==> src/rtl/shifter_pkg.sv <==
// Shared types and helpers for the pipelined shifter.
package shifter_pkg;

  typedef enum logic [2:0] {
    SHIFT_SLL = 3'd0,
    SHIFT_SRL = 3'd1,
    SHIFT_SRA = 3'd2,
    SHIFT_ROL = 3'd3,
    SHIFT_ROR = 3'd4
  } shift_op_e;

  // First shift level handled by a stage; stage == stages yields the level count.
  function automatic int unsigned stage_first_level(input int unsigned stage,
                                                    input int unsigned levels,
                                                    input int unsigned stages);
    return (stage * levels) / stages;
  endfunction

  // Stage that owns a given shift level.
  function automatic int unsigned level_stage(input int unsigned level,
                                              input int unsigned levels,
                                              input int unsigned stages);
    int unsigned res;
    res = 0;
    for (int unsigned s = 0; s < stages; s++) begin
      if (level >= stage_first_level(s, levels, stages)) res = s;
    end
    return res;
  endfunction

endpackage

==> src/rtl/shift_level.sv <==
// One combinational shift level: moves data by 2**Level when enabled.
module shift_level
  import shifter_pkg::*;
#(
  parameter int unsigned BitWidth = 32,
  parameter int unsigned Level    = 0
) (
  input  logic [BitWidth-1:0] in_data,
  input  logic                en,
  input  shift_op_e           op,
  input  logic                sign,
  output logic [BitWidth-1:0] out_data
);

  localparam int unsigned Dist = 1 << Level;

  // Select the moved operand; unknown op encodings fall back to SLL.
  always_comb begin
    out_data = in_data;
    if (en) begin
      case (op)
        SHIFT_SRL: out_data = in_data >> Dist;
        SHIFT_SRA: out_data = {{Dist{sign}}, in_data[BitWidth-1:Dist]};
        SHIFT_ROL: out_data = {in_data[BitWidth-Dist-1:0], in_data[BitWidth-1:BitWidth-Dist]};
        SHIFT_ROR: out_data = {in_data[Dist-1:0], in_data[BitWidth-1:Dist]};
        default:   out_data = in_data << Dist;
      endcase
    end
  end

endmodule

==> src/rtl/pipelined_shifter.sv <==
// Pipelined SLL/SRL/SRA/ROL/ROR unit with valid/ready handshake and tag passthrough.
module pipelined_shifter
  import shifter_pkg::*;
#(
  parameter int unsigned BitWidth  = 32,
  parameter int unsigned NumStages = 2,
  parameter int unsigned TagWidth  = 5
) (
  input  logic                        clk,
  input  logic                        rst,
  input  logic                        in_valid,
  output logic                        in_ready,
  input  logic [BitWidth-1:0]         in_data,
  input  logic [$clog2(BitWidth)-1:0] in_amount,
  input  shift_op_e                   in_op,
  input  logic [TagWidth-1:0]         in_tag,
  output logic                        out_valid,
  input  logic                        out_ready,
  output logic [BitWidth-1:0]         out_data,
  output logic [TagWidth-1:0]         out_tag
);

  localparam int unsigned Levels = $clog2(BitWidth);

  // Stage registers
  logic                st_valid [NumStages];
  logic [BitWidth-1:0] st_data  [NumStages];
  logic [Levels-1:0]   st_amt   [NumStages];
  shift_op_e           st_op    [NumStages];
  logic                st_sign  [NumStages];
  logic [TagWidth-1:0] st_tag   [NumStages];

  // Values entering each stage, and the data leaving its last level
  logic                si_valid [NumStages];
  logic [BitWidth-1:0] si_data  [NumStages];
  logic [Levels-1:0]   si_amt   [NumStages];
  shift_op_e           si_op    [NumStages];
  logic                si_sign  [NumStages];
  logic [TagWidth-1:0] si_tag   [NumStages];
  logic [BitWidth-1:0] so_data  [NumStages];

  logic [BitWidth-1:0] lvl_in  [Levels];
  logic [BitWidth-1:0] lvl_out [Levels];

  logic adv;
  logic [NumStages-1:0] unused_ctrl;

  // Whole pipe moves together; a bubble at the tail never blocks the head.
  assign out_valid = st_valid[NumStages-1];
  assign out_data  = st_data[NumStages-1];
  assign out_tag   = st_tag[NumStages-1];
  assign adv       = out_ready | ~out_valid;
  assign in_ready  = adv;

  for (genvar s = 0; s < NumStages; s++) begin : g_stage
    if (s == 0) begin : g_head
      assign si_valid[s] = in_valid & in_ready;
      assign si_data[s]  = in_data;
      assign si_amt[s]   = in_amount;
      assign si_op[s]    = in_op;
      assign si_sign[s]  = in_data[BitWidth-1];
      assign si_tag[s]   = in_tag;
    end else begin : g_body
      assign si_valid[s] = st_valid[s-1];
      assign si_data[s]  = st_data[s-1];
      assign si_amt[s]   = st_amt[s-1];
      assign si_op[s]    = st_op[s-1];
      assign si_sign[s]  = st_sign[s-1];
      assign si_tag[s]   = st_tag[s-1];
    end
    assign so_data[s] = lvl_out[stage_first_level(s + 1, Levels, NumStages) - 1];
    // Control fields are not consumed by every stage (the tail ones feed nothing).
    assign unused_ctrl[s] = ^{st_amt[s], st_op[s], st_sign[s]};
  end

  for (genvar k = 0; k < Levels; k++) begin : g_level
    localparam int unsigned Stg   = level_stage(k, Levels, NumStages);
    localparam int unsigned First = stage_first_level(Stg, Levels, NumStages);
    if (k == First) begin : g_first
      assign lvl_in[k] = si_data[Stg];
    end else begin : g_chain
      assign lvl_in[k] = lvl_out[k-1];
    end
    shift_level #(
      .BitWidth(BitWidth),
      .Level   (k)
    ) u_level (
      .in_data (lvl_in[k]),
      .en      (si_amt[Stg][k]),
      .op      (si_op[Stg]),
      .sign    (si_sign[Stg]),
      .out_data(lvl_out[k])
    );
  end

  // Stage registers: flush on reset, load from predecessor when advancing, else hold.
  always_ff @(posedge clk) begin
    if (rst) begin
      for (int s = 0; s < NumStages; s++) begin
        st_valid[s] <= 1'b0;
        st_data[s]  <= '0;
        st_amt[s]   <= '0;
        st_op[s]    <= SHIFT_SLL;
        st_sign[s]  <= 1'b0;
        st_tag[s]   <= '0;
      end
    end else if (adv) begin
      for (int s = 0; s < NumStages; s++) begin
        st_valid[s] <= si_valid[s];
        st_data[s]  <= so_data[s];
        st_amt[s]   <= si_amt[s];
        st_op[s]    <= si_op[s];
        st_sign[s]  <= si_sign[s];
        st_tag[s]   <= si_tag[s];
      end
    end
  end

endmodule

==> config.mk <==
export PLATFORM = sky130hd
export DESIGN_NAME = pipelined_shifter
export DESIGN_NICKNAME = d
export VERILOG_FILES = /design/src/rtl/shifter_pkg.sv /design/src/rtl/shift_level.sv /design/src/rtl/pipelined_shifter.sv
export SDC_FILE = /design/constraint.sdc
export NUM_CORES = 1
export LEC_CHECK = 0
export CAP_MARGIN = 25
export CORE_MARGIN = 2
export CORE_UTILIZATION = 45
export DETAILED_ROUTE_END_ITERATION = 10
export DONT_BUFFER_PORTS = 1
export HOLD_SLACK_MARGIN = 0.02
export PLACE_DENSITY = 0.58
export SYNTH_ARGS = -nofsm -noshare
export SYNTH_HDL_FRONTEND = slang
export SYNTH_HIERARCHICAL = 1
export SYNTH_SLANG_ARGS = --single-unit
==> constraint.sdc <==
create_clock -name clk -period 7.84 [get_ports clk]
set_clock_uncertainty 0.1 [all_clocks]
set_input_delay 0.784 -clock clk [delete_from_list [all_inputs] [get_ports clk]]
set_output_delay 0.784 -clock clk [all_outputs]
set_load 0.1 [all_outputs]
Word-level counts from Yosys, hierarchy flattened
Memories as Yosys holds them, arrays and structs flattened. Cells that the tools add are included.

Memories: 6. Bits in registers: 0. Memory bits (writable): 94. Bits of input ports: 49.

Bitwise operators: 15. Reductions and logical operators: 1. Mux-type cells: 27. Eq/ne operators: 8.

Memory list: st_data (depth 2, width 32, rd ports 2, clocked after Yosys merged registers in 0, write ports 2, line pipelined_shifter.sv:27) `logic [BitWidth-1:0] st_data [NumStages];`; st_amt (depth 2, width 5, rd ports 1, clocked after Yosys merged registers in 0, write ports 2, line pipelined_shifter.sv:28) `logic [Levels-1:0] st_amt [NumStages];`; st_tag (depth 2, width 5, rd ports 2, clocked after Yosys merged registers in 0, write ports 2, line pipelined_shifter.sv:31) `logic [TagWidth-1:0] st_tag [NumStages];`; st_op (depth 2, width 3, rd ports 1, clocked after Yosys merged registers in 0, write ports 2, line pipelined_shifter.sv:29) `shift_op_e st_op [NumStages];`; st_sign (depth 2, width 1, rd ports 1, clocked after Yosys merged registers in 0, write ports 2, line pipelined_shifter.sv:30) `logic st_sign [NumStages];`; st_valid (depth 2, width 1, rd ports 2, clocked after Yosys merged registers in 0, write ports 2, line pipelined_shifter.sv:26) `logic st_valid [NumStages];`.

Operator list (number): case mux 32 bit (4 select lines) (4); 2-to-1 mux 32 bit (7); case mux 32 bit (3 select lines) (1); 2-to-1 mux 5 bit (4); bitwise OR 1 bit (13); equality test 3 x 2 -> 1 bit (second input constant) (4); 2-to-1 mux 1 bit (9); equality test 3 x 1 -> 1 bit (second input constant) (2); equality test 3 bit (second input constant) (2); 2-to-1 mux 3 bit (2); OR reduction 2 bit (1); bitwise AND 1 bit (1); NOT 1 bit (1).

Logic depth before layout (Yosys ltp)
Depth after elaboration: 8. Gate-level depth with buffers: 11.

Hierarchy
Netlist, hierarchy kept.

Modules (own cells, without submodules): pipelined_shifter (instances 1, area each 3522.1 um^2, cells each 187); shift_level (g_level[1].u_level) (instances 1, area each 1341.3 um^2, cells each 224); shift_level (g_level[2].u_level) (instances 1, area each 1300.0 um^2, cells each 212); shift_level (g_level[3].u_level) (instances 1, area each 1192.4 um^2, cells each 200); shift_level (g_level[0].u_level) (instances 1, area each 701.9 um^2, cells each 88); shift_level (g_level[4].u_level) (instances 1, area each 534.3 um^2, cells each 79).

Worst setup path after synthesis
Ideal clock, no wire load.

Path kind: register to register. Start: mem st_valid[1][0] (netlist: st_valid[0][1]). End: mem st_amt[0][2] (netlist bit) (enable). Period minus slack after synthesis: 3.693 ns. Required time: 6.919 ns. Data arrival time: 2.772 ns. Buffers on the path: 1. Stages on the path, launching flop included: 4. Setup slack: 4.147 ns. Cell sequence: edfxtp_1 nor2b_4 buf_6 nand2b_1.

RTL lines (line): start, declared (pipelined_shifter.sv:26); end, declared (pipelined_shifter.sv:28).

==> results by group <==
Logic synthesis
  • Post-Syn Instances: 990
  • Synth Flop Type: edfxtp_1
  • Synth async-reset ratio: 0%
  • Syn Std Cell Area: 0.00859 mm^2
  • Commonest cells in the netlist: nor2_1 (114), nor2b_1 (102), a31oi_1 (83), edfxtp_1 (83), o211ai_1 (80)
  • Syn Nets: 1039
  • Avg Inst Size Synth: between 8 and 9 um^2
  • Area share of the largest cell type after synthesis: between 20% and 30%
  • Synth warn: 6
  • Count of cell types in the netlist: 47
  • Post-synthesis sequential area ratio: between 20% and 30%
  • Count leader, synth: nor2_1
  • Post-synth EDFFs: a little over 80
  • Largest cells by area after synthesis: edfxtp_1 (29%), nor2b_1 (7.4%), nor3b_2 (7.3%)
  • Yosys top cell by area: edfxtp_1
  • Synthesized flop and latch total: 83

Timing
  • Max-slew headroom: 32.3%
  • Slew Limit Fails: 0
  • # setup viols final: 0
  • Worst-margin pin slew: 1.02 ns
  • Unrepaired setup endpoints after global routing: no
  • Setup TNS: 0 ns
  • Period utilisation layout: about 45%
  • Fin crit period: 3.52 ns
  • PnR worst setup slack: 4.32 ns
  • Fmax: 0.284 GHz
  • Final Hold Violating Endpoints: 0

Clocking
  • Sink Count: 83
  • Post-CTS Hold Buffers: 0
  • CTS Buf Count: 9
  • CTS resizes: 0
  • Clock root buffer: clkbuf_16
  • TritonCTS clock tree: yes
  • Post-CTS Repair Setup Buffers: 0
  • Insertion delay to the later sink of the worst-skew pair: 0.35 ns
  • Worst-path clk slew: ~0.070 ns
  • H-tree depth: 3
  • Clock buffer depth: 2

Finish
  • Diodes inserted: 0
  • Layout Nets: 953
  • Finished Layout Cells: 1143
  • Area of the multi-input gates: 0.00526 mm^2
  • FF/Latch Area: 0.00249 mm^2
  • Layout cells sized above 1: 13.2%
  • Layout Utilization: 47.0%
  • # fillers: 1793
  • Area Growth Syn to Fin: 2.34%

Run status
  • Status: finished, final reports clean

Placed design
  • GPL Wtd Cong: 0.858
  • Setup WS pre-CTS: 4.37 ns
  • Placed Cells: around 1.1k
  • Detailed Place HPWL: between 15000 and 20000 um
  • PortBufs: 0

GRT
  • Number of global-route vias before repair: 6529
  • Grt ovf: 0
  • Wire length of the first global-routing pass: 36900 um
  • Largest net degree at the start of global routing: 85
  • Total track usage: a little under a quarter
  • Initial antenna violation count: 1

Worst setup path
  • Arr. time, crit path: 3.60 ns
  • CP Cell Sequence: buf_4 > xor2_4 > o211ai_1 > a31oi_1 > o21ai_0 > o2bb2ai_1 > a221oi_1 > nor2_1 > a21oi_1 > nor3b_1
  • CP max-delay cell: xor2_4
  • R2R depth: 10
  • Worst-path fanout max: 43
  • Largest stage delay on the critical path: 0.71 ns
  • CP Capture Type: flop
  • Kind of critical path: flop to flop
  • Startpoint Class: flop
  • Req. time, crit path: ~8 ns

Power and ir drop
  • Pwr dens: 207 mW/mm^2
  • Clock Power Share: 26.3%
  • Switching share of power: 40.9%
  • Sequential share of power: 43.1%
  • Lkg Pwr: about 3 nW
  • Total Power: roughly 0.0018 W
  • Cell internal pwr: 0.00108 W
  • Power share of the combinational group: 30.6%
  • Maximum vdd drop: 120 uV
  • Sw power: 0.000745 W

Route
  • Via density: about 6.3
  • DRT Pass-1 Iters: 5
  • Vias: about 7.2k
  • DR WL/cell: slightly above 20 um
  • DRC errors left: 0
  • Final wirelength: between 20000 and 25000 um
  • Post-route ant nets: 0
  • Iter 0 DRT Violations: 610

Die
  • I/O Pins: slightly below 90
  • Initial Utilization: around 46%
  • Die width: 142 um
  • Row count: 50
  • Placeable core area: 0.0187 mm^2
  • Die Y: approximately 140 um
  • Die area: 0.0202 mm^2

Worst hold path
  • Worst hold path type: flop to flop
  • Worst Hold Path Cells: 1

Run
  • Max Cap Viol: 0
logic make-up after synthesis:
logic type / share of synthesized area [%]
compound gates: 33.8
simple gates: 25.1
buf+inv: 10.3
mux: 0.350
flops: 29.0
xor+xnor: 1.47
state kept, by name, summed over array words and instances, names as in the netlist:
register,flops
st_valid,2
st_op,3
st_amt,3
st_sign,1
st_data,64
st_tag,10
critical path, delay by kind of cell, from the launching register on:
kind | cells | cell delay [ns]
compound gates | 6 | 1.39
xor+xnor | 1 | 0.71
buf+inv | 1 | 0.47
flops | 1 | 0.32
simple gates | 2 | 0.31
cell type report:
type                            count  area share, %
Clock buffer                        9           2.56
Clock inverter                      7           1.18
Tap cell                          234           3.33
Inverter                           72           3.13
Multi-Input combinational cell    722           59.9
Timing Repair Buffer               16           1.59
Sequential cell                    83           28.3
layer usage:
| layer | part of all wire (%) | global-route usage (%) | wire length [um] | vias up |
|---|---|---|---|---|
| met3 | 3.9 | 3.43 | 901 | 22 |
| met5 | 0.082 | 0 | 19 | - |
| met2 | 46 | 34.8 | 10600 | 192 |
| li1 | - | - | - | 3551 |
| met4 | 1.2 | 5.05 | 271 | 2 |
| met1 | 49 | 34.2 | 11400 | 3463 |
through the flow:
step	instance area (um^2)	hold slack, ns
after CTS	8780	0.510
after global placement	8430	0.489
after global routing	8790	0.508
final	8790	0.509
after floorplan	8590	0.470
after detailed placement	8450	0.489
final timing paths:
check | to | slack (ns) | from
setup / recovery | st_data[0][63] | 4.32 | st_op[0][2]
hold reg to reg | st_tag[0][7] | 0.51 | st_tag[0][2]
hold / removal | st_tag[0][7] | 0.51 | st_tag[0][2]
setup reg to reg | st_data[0][63] | 4.32 | st_op[0][2]
power groups by stage:
| stage | logic (W) | registers [W] | clock network, W |
|---|---|---|---|
| after floorplan | 0.000481 | 0.000772 | 0 |
| after global placement | 0.000548 | 0.000797 | 0 |
| after detailed placement | 0.000550 | 0.000795 | 0 |
| after CTS | 0.000553 | 0.000787 | 0.000485 |
| after global routing | 0.000617 | 0.000791 | 0.000499 |
| final | 0.000557 | 0.000786 | 0.000480 |
placed cells by master, fill, tap and decap left out, types with 14 or more instances in the layout:
cell         n
nor2_1     114
nor2b_1    102
a31oi_1     83
edfxtp_1    83
o211ai_1    80
inv_1       71
a2bb2oi_1   68
nor3b_2     50
nor3b_1     35
o21ai_0     34
a221o_1     31
a22o_1      17
nand2_1     14
o2bb2ai_1   14
buf_4       14
(Power assumes the default switching activity.)
